### src/rtl/riscv_core_div_if.sv
// riscv_core_div_if: request/response bundle between the integer pipeline and the divider.
interface riscv_core_div_if #(parameter int XLEN = 64);
    logic [XLEN-1:0] i_div_srcA;
    logic [XLEN-1:0] i_div_srcB;
    logic [1:0]      i_div_control;
    logic            i_div_isword;
    logic            i_div_valid;
    logic            i_div_kill;
    logic            o_div_ready;
    logic            o_div_valid;
    logic [XLEN-1:0] o_div_result;

    modport master (
        output i_div_srcA, i_div_srcB, i_div_control, i_div_isword, i_div_valid, i_div_kill,
        input  o_div_ready, o_div_valid, o_div_result
    );

    modport slave (
        input  i_div_srcA, i_div_srcB, i_div_control, i_div_isword, i_div_valid, i_div_kill,
        output o_div_ready, o_div_valid, o_div_result
    );
endinterface

### src/rtl/riscv_core_div.sv
// riscv_core_div: iterative restoring divider for DIV/DIVU/REM/REMU and their W forms,
// one quotient bit per cycle, with zero-divisor and signed-overflow results resolved at accept.
module riscv_core_div #(parameter int XLEN = 64) (
    input logic              i_clk,
    input logic              i_rst,
    riscv_core_div_if.slave  div
);
    typedef enum logic [1:0] {IDLE, CALC, DONE} state_t;

    state_t          r_state, w_state_nx;
    logic            r_valid, w_valid_nx, w_load, w_step;
    logic [XLEN-1:0] r_result;
    logic [6:0]      r_cnt;
    logic [XLEN-1:0] r_rem, r_quo, r_b;
    logic            r_rem_sel, r_w, r_neg_q, r_neg_a;

    logic            w_signed, w_neg_a, w_neg_b, w_zero, w_ovf, w_special, w_ge;
    logic [XLEN-1:0] w_a, w_b, w_mag_a, w_mag_b, w_spec_res, w_rem_nx, w_quo_nx, w_calc_res;
    logic [XLEN:0]   w_sh;

    function automatic logic [XLEN-1:0] f_res(input logic rem_sel, input logic w,
                                               input logic [XLEN-1:0] q, input logic [XLEN-1:0] r);
        logic [XLEN-1:0] s;
        s = rem_sel ? r : q;
        return w ? {{(XLEN-32){s[31]}}, s[31:0]} : s;
    endfunction

    assign w_signed   = ~div.i_div_control[0];
    assign w_a        = div.i_div_isword ? {{(XLEN-32){w_signed & div.i_div_srcA[31]}}, div.i_div_srcA[31:0]} : div.i_div_srcA;
    assign w_b        = div.i_div_isword ? {{(XLEN-32){w_signed & div.i_div_srcB[31]}}, div.i_div_srcB[31:0]} : div.i_div_srcB;
    assign w_neg_a    = w_signed & w_a[XLEN-1];
    assign w_neg_b    = w_signed & w_b[XLEN-1];
    assign w_mag_a    = w_neg_a ? -w_a : w_a;
    assign w_mag_b    = w_neg_b ? -w_b : w_b;
    assign w_zero     = w_b == '0;
    // The sign-extended W dividend makes the most-negative test width independent after masking.
    assign w_ovf      = w_signed & (w_b == '1) & (w_a == (div.i_div_isword ? {{(XLEN-31){1'b1}}, 31'b0} : {1'b1, {(XLEN-1){1'b0}}}));
    assign w_special  = w_zero | w_ovf;
    assign w_spec_res = f_res(div.i_div_control[1], div.i_div_isword, w_zero ? '1 : w_a, w_zero ? w_a : '0);

    assign w_sh       = {r_rem, r_quo[XLEN-1]};
    assign w_ge       = w_sh >= {1'b0, r_b};
    assign w_rem_nx   = w_ge ? w_sh[XLEN-1:0] - r_b : w_sh[XLEN-1:0];
    assign w_quo_nx   = {r_quo[XLEN-2:0], w_ge};
    assign w_calc_res = f_res(r_rem_sel, r_w, r_neg_q ? -w_quo_nx : w_quo_nx, r_neg_a ? -w_rem_nx : w_rem_nx);

    assign div.o_div_ready  = r_state == IDLE;
    assign div.o_div_valid  = r_valid;
    assign div.o_div_result = r_result;

    always_ff @(posedge i_clk) begin
        if (i_rst) r_state <= IDLE;
        else       r_state <= w_state_nx;
    end

    always_comb begin
        w_state_nx = r_state;
        w_valid_nx = 1'b0;
        w_load     = 1'b0;
        w_step     = 1'b0;
        case (r_state)
            IDLE: begin
                w_load     = div.i_div_valid & ~div.i_div_kill;
                w_valid_nx = w_load & w_special;
                w_state_nx = w_load ? (w_special ? DONE : CALC) : IDLE;
            end
            CALC: begin
                w_step     = ~div.i_div_kill;
                w_valid_nx = w_step & (r_cnt == 7'd1);
                w_state_nx = div.i_div_kill ? IDLE : (r_cnt == 7'd1 ? DONE : CALC);
            end
            default: w_state_nx = IDLE;
        endcase
    end

    always_ff @(posedge i_clk) begin
        if (i_rst) begin
            r_valid  <= 1'b0;
            r_result <= '0;
            r_cnt    <= '0;
        end else begin
            r_valid <= w_valid_nx;
            if (w_load)              r_cnt    <= div.i_div_isword ? 7'd32 : 7'd64;
            if (w_step)              r_cnt    <= r_cnt - 7'd1;
            if (w_load & w_special)  r_result <= w_spec_res;
            if (w_step & w_valid_nx) r_result <= w_calc_res;
        end
    end

    // W dividends are pre-shifted to the top so 32 iterations consume exactly their bits.
    always_ff @(posedge i_clk) begin
        if (w_load) begin
            r_rem     <= '0;
            r_quo     <= div.i_div_isword ? {w_mag_a[31:0], {(XLEN-32){1'b0}}} : w_mag_a;
            r_b       <= w_mag_b;
            r_rem_sel <= div.i_div_control[1];
            r_w       <= div.i_div_isword;
            r_neg_q   <= w_neg_a ^ w_neg_b;
            r_neg_a   <= w_neg_a;
        end else if (w_step) begin
            r_rem <= w_rem_nx;
            r_quo <= w_quo_nx;
        end
    end
endmodule

### src/flat_wrapper.sv
// flat-port wrapper written by rule: the top's interface ports become plain ports
module riscv_core_div_flat 
#(parameter int XLEN = 64)
  (i_clk, i_rst, div_i_div_srcA, div_i_div_srcB, div_i_div_control, div_i_div_isword, div_i_div_valid, div_i_div_kill, div_o_div_ready, div_o_div_valid, div_o_div_result);
  riscv_core_div_if #(.XLEN(XLEN)) div_i ();
  input logic i_clk;
  input logic i_rst;
  input wire logic [$bits(div_i.i_div_srcA)-1:0] div_i_div_srcA;
  input wire logic [$bits(div_i.i_div_srcB)-1:0] div_i_div_srcB;
  input wire logic [$bits(div_i.i_div_control)-1:0] div_i_div_control;
  input wire logic [$bits(div_i.i_div_isword)-1:0] div_i_div_isword;
  input wire logic [$bits(div_i.i_div_valid)-1:0] div_i_div_valid;
  input wire logic [$bits(div_i.i_div_kill)-1:0] div_i_div_kill;
  output wire logic [$bits(div_i.o_div_ready)-1:0] div_o_div_ready;
  output wire logic [$bits(div_i.o_div_valid)-1:0] div_o_div_valid;
  output wire logic [$bits(div_i.o_div_result)-1:0] div_o_div_result;
  assign div_i.i_div_srcA = div_i_div_srcA;
  assign div_i.i_div_srcB = div_i_div_srcB;
  assign div_i.i_div_control = div_i_div_control;
  assign div_i.i_div_isword = div_i_div_isword;
  assign div_i.i_div_valid = div_i_div_valid;
  assign div_i.i_div_kill = div_i_div_kill;
  assign div_o_div_ready = div_i.o_div_ready;
  assign div_o_div_valid = div_i.o_div_valid;
  assign div_o_div_result = div_i.o_div_result;
  riscv_core_div #(.XLEN(XLEN)) u_core (.i_clk(i_clk), .i_rst(i_rst), .div(div_i));
endmodule
### config.mk
export PLATFORM = sky130hd
export DESIGN_NAME = riscv_core_div_flat
export DESIGN_NICKNAME = d
export VERILOG_FILES = /design/src/rtl/riscv_core_div_if.sv /design/src/rtl/riscv_core_div.sv /design/src/flat_wrapper.sv
export SDC_FILE = /design/constraint.sdc
export NUM_CORES = 1
export LEC_CHECK = 0
export BUFFER_PORTS_ARGS = -buffer_cell sky130_fd_sc_hd__clkbuf_2
export CAP_MARGIN = 30
export CORE_AREA = 2 2 214 216
export CTS_CLUSTER_SIZE = 25
export DETAILED_ROUTE_END_ITERATION = 12
export DIE_AREA = 0 0 216 218
export GPL_TIMING_DRIVEN = 0
export PLACE_DENSITY = 0.73
export RECOVER_POWER = 50
export REMOVE_ABC_BUFFERS = 1
export SLEW_MARGIN = 10
export SYNTH_ARGS = -nofsm -noshare
export SYNTH_HDL_FRONTEND = slang
export SYNTH_SLANG_ARGS = --single-unit
export TNS_END_PERCENT = 100
### constraint.sdc
create_clock -name i_clk -period 12.6 [get_ports i_clk]
set_clock_uncertainty 0.1 [all_clocks]
set_input_delay 2.52 -clock i_clk [delete_from_list [all_inputs] [get_ports i_clk]]
set_output_delay 2.52 -clock i_clk [all_outputs]
set_load 0.01 [all_outputs]
==> qor.txt, run 1 <==
status = finished with violations
failing checks = max-capacitance violations, max-slew violations
multi-input combinational cell area = 16200 µm²
ratio of cells with drive above 1 in the final layout = 0.0859
relative max-transition margin = -1.89
initial antenna violation count = 7
worst reg-to-reg path cell count = 16
Fin Hold WS = 0.342 ns
Ys Warns = 0
period utilization = 0.794
CTS H-Tree Depth = 2
cts hold-fix bufs = 0
root buffer cell = sky130_fd_sc_hd__clkbuf_16
Fmax achieved = 99.9 MHz
number of max-slew violations in the final report = 200
cell repeated most along the worst path = sky130_fd_sc_hd__buf_8
final weighted congestion in routability-driven placement = 1.00
startpoint of the worst setup timing path = div_i_div_kill
count of antenna-violating nets left after detailed routing = 0
number of failing hold endpoints at the final stage = 0
gate count after technology mapping = 3224
Worst Tran Pin Value = 4.31 ns
type of the tightest min-delay check = register to register
total CTS buffers = 36
Commonest cells post-synth = sky130_fd_sc_hd__nand2_1 (404), sky130_fd_sc_hd__o21ai_0 (333), sky130_fd_sc_hd__nor2_1 (290), sky130_fd_sc_hd__a21oi_1 (248), sky130_fd_sc_hd__xnor2_1 (171)
setup violators final = 0
capture point of the critical path = u_core.r_quo[28]
Die X-Extent = 216 µm
global-route layer with the greatest usage = met2
endpoint class of the critical path = register
peak ir drop on the vdd network = 0.112 mV
startpoint class of the critical path = input port
number of synthesized flops with an enable pin = 132
endpoint of the lowest-slack register-to-register path = u_core.div.o_div_result[40]
P&R area growth vs syn = 11.1%
logic depth of the worst path, buffers included = 11
area of the die = 47100 µm²
crit-path cells = clkbuf_2, nor2_1, nand3b_1, buf_8, buf_8, buf_8, clkinvlp_2, nor2_1, buf_16, inv_4, buf_16
average wire length per cell after detail routing = 25.7 µm
overall power of the completed layout = 0.00255 W
final worst slack = 2.59 ns
Vert. Die Dim = 218 µm
worst-skew pair later-pin latency = 0.57 ns
HPWL reported at the end of detailed placement = 78.3 mm
nets@finish = 3507
final routed DRC violation total = 0
number of synthesized register bits = 269
kind of cell adding the most delay to the critical path = buffers and inverters
leakage power of the design = 10.3 nW
mean instance size in the synthesized netlist = 7.53 µm²
count leader, synth = sky130_fd_sc_hd__nand2_1
clock period minus final worst setup slack = 10.01 ns
leading register cell type out of synthesis = sky130_fd_sc_hd__dfxtp_1
Crit path buffers/inverters = 8
maximum number of buffers from clock root to sink = 3
DR vias = 26800
portion of the post-synthesis area used by sequential elements = 0.276
effective utilization at floorplan = 0.541
count of clock tree sinks = 269
count of cell types in the netlist = 99
Reg2Reg Launch Point = u_core.r_rem[11]
postcts setup bufs = 0
number of global-route vias before repair = 24700
storage element area = 6710 µm²
minimum setup slack among reg-to-reg paths = 3.95 ns
pin count of the biggest net entering global routing = 129
combined global-route utilization of all metal layers = 0.416
standard-cell rows = 78
share of flip-flops with an asynchronous set or reset = 0
data required time at the worst endpoint = 12.77 ns
type of the worst setup path = input port to register
clock tree from TritonCTS = done
Overflow after GRT = 0
CP max stage delay = 3.22 ns
ratio of total power to cell area = 94.7 nW/µm²
# resized after CTS = 0
CTS clk-pin slew, worst paths = 0.06 ns
Layout fillers = 4275
buffers added on ports = 200
top cells by area in the synthesized netlist = sky130_fd_sc_hd__edfxtp_1 (16%), sky130_fd_sc_hd__dfxtp_1 (11%), sky130_fd_sc_hd__o21ai_0 (6.9%)
post-detailed-routing wire length = 101 mm
Ports = 201
netlist area before placement = 24300 µm²
area fraction of the dominant cell type after synthesis = 0.163
met3 Track Usage GR = 0.0908
count of routing violations after the opening detailed-route iteration = 3591
number of iterations in the first detailed-routing pass = 6
RSZ-0062 raised after global routing = no
Max-Cap Viols = 5
number of vias per cell = 6.80
Post-Place Worst Slack = 4.30 ns
CP max-delay cell = sky130_fd_sc_hd__clkinvlp_2
fraction of met1 tracks used by global routing = 0.542
routing usage on met2 = 0.634
Core Region = 44900 µm²
Max Fanout on Critical Path = 75
wire length of the first global-routing pass = 150 mm
Worst Path Arrival = 10.18 ns
cell accounting for the most synthesized area = sky130_fd_sc_hd__edfxtp_1
## worst min path at each step
stage | from | endpoint | slack, ns | cells past startpoint
floorplan | u_core.r_rem[63] | u_core.r_rem[63] | 0.34 | 2
global placement | u_core.div.o_div_result[37] | u_core.div.o_div_result[37] | 0.33 | 2
detailed placement | u_core.div.o_div_result[43] | u_core.div.o_div_result[43] | 0.34 | 2
CTS | u_core.div.o_div_result[43] | u_core.div.o_div_result[43] | 0.34 | 2
global route | u_core.div.o_div_result[9] | u_core.div.o_div_result[9] | 0.37 | 2
finish | u_core.div.o_div_result[38] | u_core.div.o_div_result[38] | 0.34 | 2
## layout by cell type (no fill, tap or decap), drive strengths merged, types with 33 or more instances in the layout
cell | netlist | layout
xor2 | 95 | 95
o31ai | 49 | 49
xnor2 | 171 | 171
or4 | 35 | 35
mux2i | 38 | 38
ha | 71 | 71
o211ai | 57 | 57
o21ai | 350 | 350
nand4 | 68 | 68
clkbuf | 152 | 255
a21oi | 251 | 251
nor2 | 292 | 292
buf | 51 | 33
inv | 155 | 157
nor4 | 49 | 49
edfxtp | 132 | 132
a31oi | 34 | 34
nand2 | 406 | 406
dfxtp | 137 | 137
nor3 | 63 | 63
or3 | 46 | 46
nand3 | 55 | 55
## flip-flops by register name, indices dropped and copies added (netlist names)
signal                   flops
u_core.div.o_div_result     64
u_core.div.o_div_valid       1
u_core.r_b                  64
u_core.r_cnt                 7
u_core.r_neg_a               1
u_core.r_neg_q               1
u_core.r_quo                64
u_core.r_rem                64
u_core.r_rem_sel             1
u_core.r_state               1
u_core.r_w                   1
## per-stage QoR
| stage | TNS, ns | utilization | area [µm²] | std cells |
|---|---|---|---|---|
| after floorplan | 0 | - | 23400 | 3021 |
| after global placement | -566.03 | 0.561 | 25200 | 3821 |
| after detailed placement | 0 | 0.578 | 26000 | 3858 |
| after CTS | 0 | 0.604 | 27100 | 3924 |
| after global routing | 0 | 0.600 | 26900 | 3928 |
| final | 0 | 0.600 | 27000 | 3933 |
## report_power, final
part / leakage, nW / internal, W / switching (W)
combinational: 7.32 / 0.000174 / 0.000341
clock: 0.580 / 0.000602 / 0.000442
sequential: 2.35 / 0.000963 / 0.0000302
## layer usage
layer,part of all wire,up-vias
met5,0.00057,-
met2,0.43,1696
met1,0.39,12700
met3,0.11,328
met4,0.065,6
li1,-,12000
## area by class of cell
cell class,count,area share
antenna,5,0.000464
clock buffer,49,0.0387
clock inverter,17,0.00446
inverter,157,0.0220
multi-input combinational,2595,0.600
sequential,269,0.249
tap,600,0.0278
timing repair buffer,241,0.0582
## kinds of logic after synthesis
kind of cell / count (synthesis) / share of synthesized area
adder cells (fa/ha/maj): 103 / 0.0502
buffers and inverters: 360 / 0.0591
AO/OA/AOI/OAI: 1053 / 0.279
multiplexers: 46 / 0.0194
AND/OR/NAND/NOR: 1127 / 0.220
XOR/XNOR: 266 / 0.0960
flip-flops: 269 / 0.276
## worst reg2reg max path, delay by kind of cell, from the launching register on
kind,cells,cell delay [ns]
AO/OA/AOI/OAI,7,4.43
XOR/XNOR,1,0.48
adder cells (fa/ha/maj),1,0.51
buffers and inverters,2,0.51
flip-flops,1,0.39
AND/OR/NAND/NOR,5,2.15
Note: power is estimated with default switching activity, not from simulation.
==> run 2, diff against run 1 <==
--- a/config.mk
+++ b/config.mk
@@ -5,14 +5,15 @@
 export SDC_FILE = /design/constraint.sdc
 export NUM_CORES = 1
 export LEC_CHECK = 0
+export ABC_AREA = 1
 export BUFFER_PORTS_ARGS = -buffer_cell sky130_fd_sc_hd__clkbuf_2
 export CAP_MARGIN = 30
-export CORE_AREA = 2 2 214 216
+export CORE_AREA = 2 2 225 227
 export CTS_CLUSTER_SIZE = 25
 export DETAILED_ROUTE_END_ITERATION = 12
-export DIE_AREA = 0 0 216 218
+export DIE_AREA = 0 0 227 229
 export GPL_TIMING_DRIVEN = 0
-export PLACE_DENSITY = 0.73
+export PLACE_DENSITY = 0.76
 export RECOVER_POWER = 50
 export REMOVE_ABC_BUFFERS = 1
 export SLEW_MARGIN = 10
==> constraint.sdc (replaced) <==
create_clock -name i_clk -period 8.1 [get_ports i_clk]
set_clock_uncertainty 0.1 [all_clocks]
set_input_delay 1.62 -clock i_clk [delete_from_list [all_inputs] [get_ports i_clk]]
set_output_delay 1.62 -clock i_clk [all_outputs]
set_load 0.01 [all_outputs]
==> run 2 against run 1 <==
Compared with the run above: the run still ends with max-capacitance violations, max-slew violations left; clock power is 35% higher; utilization is 0.66 points lower; via count is 15% higher; largest power group is now registers; critical path type unchanged; die area is 10% higher; clock-buffer cell count is 2 lower; design area is 9.4% higher; first-iteration DRC count is 12% higher.
==> qor.txt, run 2 <==
status = finished with violations
failing checks = max-capacitance violations, max-slew violations
Ys Warns = 0
wire length of the first global-routing pass = 161 mm
number of max-slew violations in the final report = 221
area fraction of the dominant cell type after synthesis = 0.191
CTS H-Tree Depth = 1
Overflow after GRT = 0
final routed DRC violation total = 0
HPWL reported at the end of detailed placement = 86.5 mm
mean instance size in the synthesized netlist = 5.87 µm²
number of iterations in the first detailed-routing pass = 7
worst reg-to-reg path cell count = 29
Fin Hold WS = 0.372 ns
cell accounting for the most synthesized area = sky130_fd_sc_hd__nand2_1
count leader, synth = sky130_fd_sc_hd__nand2_1
maximum number of buffers from clock root to sink = 3
Max-Cap Viols = 4
leading register cell type out of synthesis = sky130_fd_sc_hd__dfxtp_1
number of global-route vias before repair = 27700
startpoint of the worst setup timing path = div_i_div_kill
buffers added on ports = 200
Combinational Power Share = 0.274
portion of the post-synthesis area used by sequential elements = 0.249
launch point of the worst hold path = u_core.div.o_div_result[31]
Net Sw Frac = 0.359
DR vias = 30700
Worst Hold End = u_core.div.o_div_result[31]
post-detailed-routing wire length = 107 mm
Worst Path Arrival = 7.71 ns
Die X-Extent = 227 µm
P&R area growth vs syn = 9.43%
Commonest cells post-synth = sky130_fd_sc_hd__nand2_1 (1369), sky130_fd_sc_hd__inv_1 (750), sky130_fd_sc_hd__nor2_1 (460), sky130_fd_sc_hd__o21ai_0 (319), sky130_fd_sc_hd__nand3_1 (298)
relative max-transition margin = -1.20
count of cell types in the netlist = 61
pin count of the biggest net entering global routing = 90
CTS clk-pin slew, worst paths = 0.06 ns
RSZ-0062 raised after global routing = no
peak ir drop on the vdd network = 0.173 mV
Vert. Die Dim = 229 µm
clock network fraction of total power = 0.346
endpoint class of the critical path = register
root buffer cell = sky130_fd_sc_hd__clkbuf_16
data required time at the worst endpoint = 8.45 ns
ratio of total power to cell area = 138 nW/µm²
minimum setup slack among reg-to-reg paths = 1.18 ns
Worst Hold Path Cells = 2
standard-cell rows = 82
combined global-route utilization of all metal layers = 0.405
netlist area before placement = 26900 µm²
share of flip-flops with an asynchronous set or reset = 0
most common library cell in the layout ignoring fill and taps = sky130_fd_sc_hd__nand2_1
startpoint class of the critical path = input port
number of vias per cell = 5.69
period utilization = 0.909
number of synthesized register bits = 269
gate count after technology mapping = 4587
ratio of cells with drive above 1 in the final layout = 0.0739
number of synthesized flops with an enable pin = 132
clock tree from TritonCTS = done
endpoint of the lowest-slack register-to-register path = u_core.div.o_div_result[56]
Ports = 201
final weighted congestion in routability-driven placement = 1.05
final core occ = 0.594
leakage power of the design = 15.0 nW
count of routing violations after the opening detailed-route iteration = 4038
area of the die = 52000 µm²
# resized after CTS = 0
Worst Tran Pin Value = 3.28 ns
most frequent cells in the layout = sky130_fd_sc_hd__nand2_1 (1369), sky130_fd_sc_hd__inv_1 (748), sky130_fd_sc_hd__nor2_1 (457)
Fmax achieved = 136 MHz
number of failing hold endpoints at the final stage = 0
setup violators final = 0
initial antenna violation count = 1
postcts setup bufs = 0
cell internal pwr = 0.00260 W
cts hold-fix bufs = 0
clock period minus final worst setup slack = 7.36 ns
type of the tightest min-delay check = register to register
antenna diode instance count = 0
type of the worst setup path = input port to register
sequential cell fraction of total power = 0.380
total CTS buffers = 31
Core Region = 49700 µm²
net switching power of the design = 0.00146 W
top cells by area in the synthesized netlist = sky130_fd_sc_hd__nand2_1 (19%), sky130_fd_sc_hd__edfxtp_1 (15%), sky130_fd_sc_hd__inv_1 (10%)
average wire length per cell after detail routing = 19.9 µm
nets@finish = 4906
count of clock tree sinks = 269
Max Fanout on Critical Path = 89
effective utilization at floorplan = 0.543
worst-skew pair later-pin latency = 0.60 ns
count of antenna-violating nets left after detailed routing = 0
Reg2Reg Launch Point = u_core.r_rem[46]
[run 2: metrics by stage]
stage / power [W] / setup WS [ns] / setup TNS, ns / instances / area (µm²)
3_3_place_gp: 0.00262 / -6.00 / -842.50 / 5307 / 28100
2_1_floorplan: 0.00224 / -0.927 / -73.37 / 4435 / 26300
6_report: 0.00406 / 0.738 / 0 / 5396 / 29500
3_5_place_dp: 0.00264 / 0.298 / 0 / 5334 / 28600
5_1_grt: 0.00420 / 0.333 / 0 / 5396 / 29500
4_1_cts: 0.00402 / 0.866 / 0 / 5392 / 29600
[run 2: cell families (layout without fill, tap and decap cells)]
group | after synthesis | after routing | share of synthesized area
AOI/OAI and AO/OA | 736 | 736 | 0.151
xor gates and xnor gates | 158 | 158 | 0.0514
adders and majority gates | 72 | 72 | 0.0337
buffers and inverters | 925 | 1062 | 0.133
DFF | 269 | 269 | 0.249
and+or+nand+nor | 2427 | 2427 | 0.382
[run 2: power by group through the flow]
| stage | clock [W] | combinational (W) | sequential (W) |
|---|---|---|---|
| 2_1_floorplan | 0 | 0.000676 | 0.00157 |
| 3_3_place_gp | 0 | 0.00103 | 0.00159 |
| 3_5_place_dp | 0 | 0.00107 | 0.00157 |
| 4_1_cts | 0.00140 | 0.00108 | 0.00154 |
| 5_1_grt | 0.00146 | 0.00120 | 0.00155 |
| 6_report | 0.00140 | 0.00111 | 0.00154 |
[run 2: worst max path at each step]
stage,to,slack [ns],cells past startpoint
final,u_core.r_rem[45],0.74,9
after global routing,u_core.r_rem[16],0.33,9
after CTS,u_core.div.o_div_result[24],0.87,17
after detailed placement,u_core.div.o_div_result[24],0.30,17
after global placement,u_core.r_quo[60],-6.00,6
after floorplan,u_core.r_quo[0],-0.93,6
[run 2: layout make-up]
cell class | count | area, µm²
clock buffer | 47 | 906
clock inverter | 11 | 72.6
fill | 5213 | 20200
inverter | 773 | 2910
multi-input combinational | 3393 | 16700
sequential | 269 | 6710
tap | 672 | 841
timing repair buffer | 231 | 1370
[run 2: metal layers]
metal  part of all wire  global-route usage
met1               0.40               0.538
met5                  0                   0
met3              0.097              0.0529
met4              0.072               0.251
met2               0.43               0.622
[run 2: worst max-delay path: stages]
cell and delay (ns):
sky130_fd_sc_hd__clkbuf_1 0.14, sky130_fd_sc_hd__nor2_1 0.06, sky130_fd_sc_hd__nand2_1 0.27, sky130_fd_sc_hd__clkinvlp_2 2.48
sky130_fd_sc_hd__buf_16 1.01, sky130_fd_sc_hd__nor2_4 0.41, sky130_fd_sc_hd__clkbuf_1 1.32, sky130_fd_sc_hd__nand2_1 0.12
sky130_fd_sc_hd__o21ai_0 0.16
